**src/rtl/muldiv_unit.sv**
```systemverilog
// Iterative multiply/divide unit owning HI/LO (shared shift-add / restoring datapath).
// Optional MULDIV_EARLY_OUT_EN: multiply stops once remaining multiplier bits are zero.
module muldiv_unit #(
  parameter int XLEN  = 32,
  parameter int CNT_W = 6
) (
  input  logic            CLK,
  input  logic            RST,
  input  logic            start,
  input  logic [1:0]      op,
  input  logic [XLEN-1:0] rs_val,
  input  logic [XLEN-1:0] rt_val,
  input  logic            mthi,
  input  logic            mtlo,
  input  logic [XLEN-1:0] wdata,
  output logic            busy,
  output logic            done,
  output logic [XLEN-1:0] hi,
  output logic [XLEN-1:0] lo,
  output logic            dbz
);

  typedef enum logic [1:0] {IDLE, CALC, FIN} state_t;

  state_t            state, state_n;
  logic [CNT_W-1:0]  cnt;
  logic              is_div, sa, sb;
  logic [XLEN-1:0]   opa, opb;
  logic [2*XLEN:0]   acc, acc_n;
  logic              last;

  logic              in_sa, in_sb;
  logic [XLEN-1:0]   abs_a, abs_b;
  logic [XLEN:0]     sum, trial, diff;
  logic [2*XLEN-1:0] prod;
  logic [XLEN-1:0]   quo, rem, hi_fin, lo_fin;

  assign in_sa = ~op[0] & rs_val[XLEN-1];
  assign in_sb = ~op[0] & rt_val[XLEN-1];
  assign abs_a = in_sa ? -rs_val : rs_val;
  assign abs_b = in_sb ? -rt_val : rt_val;
  assign busy  = (state != IDLE);

  assign sum   = acc[2*XLEN:XLEN] + (acc[0] ? {1'b0, opa} : '0);
  assign trial = {acc[2*XLEN-1:XLEN], acc[XLEN-1]};
  assign diff  = trial - {1'b0, opb};

`ifdef MULDIV_EARLY_OUT_EN
  assign last = (cnt == CNT_W'(XLEN-1)) ||
                (!is_div && ((opb >> (cnt + CNT_W'(1))) == '0));
`else
  assign last = (cnt == CNT_W'(XLEN-1));
`endif

  always_comb begin
    acc_n = acc;
    if (is_div) begin
      if (diff[XLEN])
        acc_n = {1'b0, trial[XLEN-1:0], acc[XLEN-2:0], 1'b0};
      else
        acc_n = {1'b0, diff[XLEN-1:0], acc[XLEN-2:0], 1'b1};
    end else begin
      acc_n = {1'b0, sum, acc[XLEN-1:1]};
`ifdef MULDIV_EARLY_OUT_EN
      // skip the all-zero tail: pure shifts, same final product
      if (last)
        acc_n = acc_n >> (CNT_W'(XLEN-1) - cnt);
`endif
    end
  end

  always_comb begin
    prod   = acc[2*XLEN-1:0];
    quo    = acc[XLEN-1:0];
    rem    = acc[2*XLEN-1:XLEN];
    hi_fin = rem;
    lo_fin = quo;
    if (!is_div) begin
      if (sa ^ sb)
        prod = -prod;
      hi_fin = prod[2*XLEN-1:XLEN];
      lo_fin = prod[XLEN-1:0];
    end else if (opb == '0) begin
      hi_fin = sa ? -opa : opa;
      lo_fin = '1;
    end else begin
      hi_fin = sa ? -rem : rem;
      lo_fin = (sa ^ sb) ? -quo : quo;
    end
  end

  always_ff @(posedge CLK or posedge RST) begin
    if (RST)
      state <= IDLE;
    else
      state <= state_n;
  end

  always_comb begin
    state_n = state;
    unique case (state)
      IDLE:    if (start) state_n = CALC;
      CALC:    if (last) state_n = FIN;
      FIN:     state_n = IDLE;
      default: state_n = IDLE;
    endcase
  end

  always_ff @(posedge CLK or posedge RST) begin
    if (RST) begin
      cnt    <= '0;
      is_div <= 1'b0;
      sa     <= 1'b0;
      sb     <= 1'b0;
      opa    <= '0;
      opb    <= '0;
      acc    <= '0;
      hi     <= '0;
      lo     <= '0;
      done   <= 1'b0;
      dbz    <= 1'b0;
    end else begin
      done <= 1'b0;
      unique case (state)
        IDLE: begin
          if (start) begin
            is_div <= op[1];
            sa     <= in_sa;
            sb     <= in_sb;
            opa    <= abs_a;
            opb    <= abs_b;
            acc    <= {{(XLEN+1){1'b0}}, op[1] ? abs_a : abs_b};
            cnt    <= '0;
            dbz    <= 1'b0;
          end else begin
            if (mthi) hi <= wdata;
            if (mtlo) lo <= wdata;
          end
        end
        CALC: begin
          acc <= acc_n;
          cnt <= cnt + CNT_W'(1);
        end
        FIN: begin
          hi   <= hi_fin;
          lo   <= lo_fin;
          done <= 1'b1;
          dbz  <= is_div && (opb == '0);
        end
        default: ;
      endcase
    end
  end

endmodule
```
**config.mk**
```make
export PLATFORM = sky130hd
export DESIGN_NAME = muldiv_unit
export DESIGN_NICKNAME = d
export VERILOG_FILES = /design/src/rtl/muldiv_unit.sv
export SDC_FILE = /design/constraint.sdc
export NUM_CORES = 1
export LEC_CHECK = 0
export CORE_MARGIN = 2
export CORE_UTILIZATION = 40
export CTS_CLUSTER_SIZE = 8
export DETAILED_ROUTE_END_ITERATION = 10
export PLACE_DENSITY = 0.67
export SYNTH_ARGS = -nofsm -noshare
export SYNTH_HDL_FRONTEND = slang
export SYNTH_SLANG_ARGS = --single-unit
```
**constraint.sdc**
```tcl
create_clock -name CLK -period 10.8 [get_ports CLK]
set_input_delay 1.62 -clock CLK [delete_from_list [all_inputs] [get_ports CLK]]
set_output_delay 1.62 -clock CLK [all_outputs]
set_load 0.005 [all_outputs]
```
==> key figures <==
Outcome
  • Outcome: finished, final reports clean

Clock network
  • Clk slew on worst S/H paths: 0.05 ns
  • CTS resizes: 0
  • CTS H-tree depth: 1
  • CTS tree: done
  • CTS Hold Bufs: 0
  • Root buffer cell: clkbuf_16
  • Clk sinks: 205
  • Cts bufs inserted: 29
  • CTS max path bufs: 3
  • Clk_lat worst skew: 0.59 ns
  • Setup bufs post-CTS: 0

Logic synthesis
  • Mux share of post-synthesis cell area: 0.0393
  • Synth Flop Type: dfrtp_1
  • Synth Area in Adders: 0.0524
  • Register area share after synthesis: 0.293
  • Synth unique cells: 85
  • Post-synthesis simple-gate area fraction: 0.202
  • Synth Area in Compound Gates: 0.258
  • Synth warn: 0
  • Largest family of logic cells by synthesized area: compound AO/OA/AOI/OAI gates
  • Post-synth EDFFs: 0
  • Asr flop ratio synth: 1.00
  • FF+latch count, synth: 205
  • Synth Instances: 2222
  • Syn_area_per_cell: 7.87 sq um
  • Mapped Nets: 2397
  • Post-Synthesis Cell Area: 17500 sq um
  • Xor/xnor share of the synthesized area: 0.106

Place
  • Cell Area, Placed: 19600 sq um
  • Dpl cells: 2849
  • Routability Congestion: 0.967
  • Port Buf Inserts: 169
  • Post-Place Worst Slack: 6.09 ns
  • DP HPWL: 52900 um

Setup path
  • Reg2Reg Depth: 15
  • Worst setup EP type: flip-flop
  • Reg2reg end: acc[57]$_DFFE_PP0P_
  • Crit start category: flip-flop
  • Worst Setup SP: acc[0]$_DFFE_PP0P_
  • Crit-path max FO: 35
  • Crit path to: acc[57]$_DFFE_PP0P_
  • Worst EP required: 11.28 ns
  • Worst-path cell chain: buf_4 -> inv_1 -> nor2_1 -> ha_1 -> inv_1 -> fa_1 -> nand2b_1 -> a21oi_1 -> o31ai_1 -> a21oi_1 -> o311ai_0 -> a21oi_1 -> a221oi_1 -> xor2_1 -> a211oi_1
  • Reg2Reg Setup Slack: 6.33 ns
  • R2R Path Start: acc[0]$_DFFE_PP0P_
  • Crit path arrival time: 4.96 ns
  • CP dominant cell by count: a21oi_1
  • Crit Path Category: flip-flop to flip-flop
  • CP max stage cell: dfrtp_1
  • Crit path largest cell delay: 0.50 ns

Timing
  • Fmax: 224 MHz
  • Max-slew violations: 0
  • Final setup margin: 6.33 ns
  • Final hold vios: 0
  • Period minus WS final: 4.47 ns
  • Sum of negative setup slack: 0 ns
  • Clock Skew: 0.0195 ns
  • Slew Limit Headroom: 0.193
  • RSZ-0062 raised after global routing: no
  • Final setup violation count: 0
  • Least-Margin Pin Slew: 1.21 ns
  • Final period util: 0.414

GRT
  • Initial antenna violation count: 2
  • GRT Overall Usage: 0.299
  • Gr ovfl total: 0
  • Largest net degree at the start of global routing: 125
  • Vias in the first global route: 16900
  • First-pass GRT wire length: 104000 um

Layout
  • Most frequent cells in the layout: 261 x nand2_1, 241 x o21ai_0, 203 x dfrtp_1, 175 x a21oi_1, 169 x clkdlybuf4s50_1
  • Final instance area: 20300 sq um
  • Commonest non-fill, non-tap cell in the layout: nand2_1
  • Non-Filler Instances: 2884
  • Fillcell total: 4204
  • Area Growth Syn to Fin: 16.3%
  • Layout cells sized above 1: 0.0418
  • Layout net count: 2470

Floorplan
  • Die H: 213 um
  • Die width: 213 um
  • Initial core utilization: 0.406
  • Rows: 76
  • I/O pins: 170
  • Full die area: 45400 sq um
  • Core Region: 43100 sq um

Detailed routing
  • # DRC: 0
  • Met2 routed WL: 30200 um
  • Top Metal Used: met4
  • Pre-antenna DRT Iters: 6
  • Final ANT Viol Nets: 0
  • Routed vias/inst: 6.24
  • Metal-1 WL: 29200 um
  • Final WL: 68500 um
  • Total number of vias: 18000
  • Detailed Route Iter0 Violations: 1726
  • Metal3 WL: 5810 um
  • WL/cell: 23.8 um

Power and ir drop
  • Worst VDD drop: 142 uV
  • Total Power: 5.91 mW
  • Lkg Pwr: 8.29 nW
  • Pwr dens: 290 nW/um^2

Flow run
  • Max-Cap Viols: 0

Min path
  • Hold Path Class: flip-flop to flip-flop
-- per-stage QoR --
| step | util | hold slack (ns) |
|---|---|---|
| 4_1_cts | 0.472 | 0.484 |
| 6_report | 0.472 | 0.486 |
| 3_3_place_gp | 0.455 | 0.470 |
| 3_5_place_dp | 0.455 | 0.473 |
| 5_1_grt | 0.472 | 0.501 |
| 2_1_floorplan | - | 0.455 |
-- metal layers --
| layer | track usage | vias up |
|---|---|---|
| li1 | - | 8195 |
| met4 | 0.129 | 0 |
| met2 | 0.462 | 886 |
| met5 | 0 | - |
| met1 | 0.414 | 8718 |
| met3 | 0.0457 | 183 |
-- cells in the mapped netlist, drive strengths merged (20+ instances only) --
library cell | n | area [sq um]
nand2 | 263 | 990
o21ai | 249 | 1250
dfrtp | 205 | 5130
a21oi | 175 | 876
clkbuf | 131 | 494
xnor2 | 123 | 1080
nor2 | 119 | 447
xor2 | 88 | 771
inv | 75 | 282
ha | 70 | 876
mux2i | 63 | 631
nor3 | 54 | 280
and2 | 44 | 275
nand3 | 41 | 205
a21o | 35 | 263
o22ai | 35 | 219
o31ai | 33 | 253
a211oi | 32 | 240
nor4 | 31 | 245
or3 | 30 | 198
o211ai | 26 | 195
nand2b | 25 | 156
and3 | 24 | 150
a31oi | 21 | 131
buf | 20 | 91.3
nor2b | 20 | 125
-- worst max-delay path: cells and delay by family, from the launching register on --
family	cells	cell delay (ns)
and+or+nand+nor	2	0.33
xor gates and xnor gates	1	0.22
adders and majority gates	2	0.58
AOI/OAI and AO/OA	7	2.13
buffers and inverters	3	0.60
DFF	1	0.50
-- power breakdown --
part           switching [mW]  internal, mW
clock network           0.360         0.475
registers               0.632          1.04
logic                    1.96          1.44
total                    2.95          2.96
-- registers in the layout, indices dropped and copies added, names as in the netlist --
register,cells
cnt,6
is_div,1
state,2
opa,32
acc,64
opb,32
done,1
sa,1
sb,1
hi,32
dbz,1
lo,32
-- worst min-delay path by stage --
| stage | end | start | cells after the start |
|---|---|---|---|
| floorplan | state[1]$_DFFE_PP0P_ | cnt[5]$_DFFE_PP0P_ | 1 |
| global placement | lo[1]$_DFFE_PP0P_ | lo[1]$_DFFE_PP0P_ | 2 |
| detailed placement | lo[16]$_DFFE_PP0P_ | lo[16]$_DFFE_PP0P_ | 2 |
| CTS | lo[16]$_DFFE_PP0P_ | lo[16]$_DFFE_PP0P_ | 2 |
| global route | lo[31]$_DFFE_PP0P_ | lo[31]$_DFFE_PP0P_ | 2 |
| finish | lo[16]$_DFFE_PP0P_ | lo[16]$_DFFE_PP0P_ | 2 |
-- layout make-up --
cell class | instances | area (sq um) | share of cell area
antenna | 1 | 2.50 | 0.000123
inverter | 76 | 293 | 0.0144
timing repair buffer | 193 | 1870 | 0.0920
clock inverter | 1 | 20.0 | 0.000984
clock buffer | 33 | 741 | 0.0364
multi-input combinational | 1790 | 11500 | 0.568
sequential | 205 | 5130 | 0.252
tap | 585 | 732 | 0.0360
-- cells by family (layout without fill, tap and decap cells) --
family	after synthesis	in the layout
compound gates	730	730
simple gates	710	710
buf+inv	227	303
xor+xnor	211	211
flops	205	205
fa+ha+maj	72	72
mux	67	67
other cells	0	1
Power figures use the tool's default switching activity.
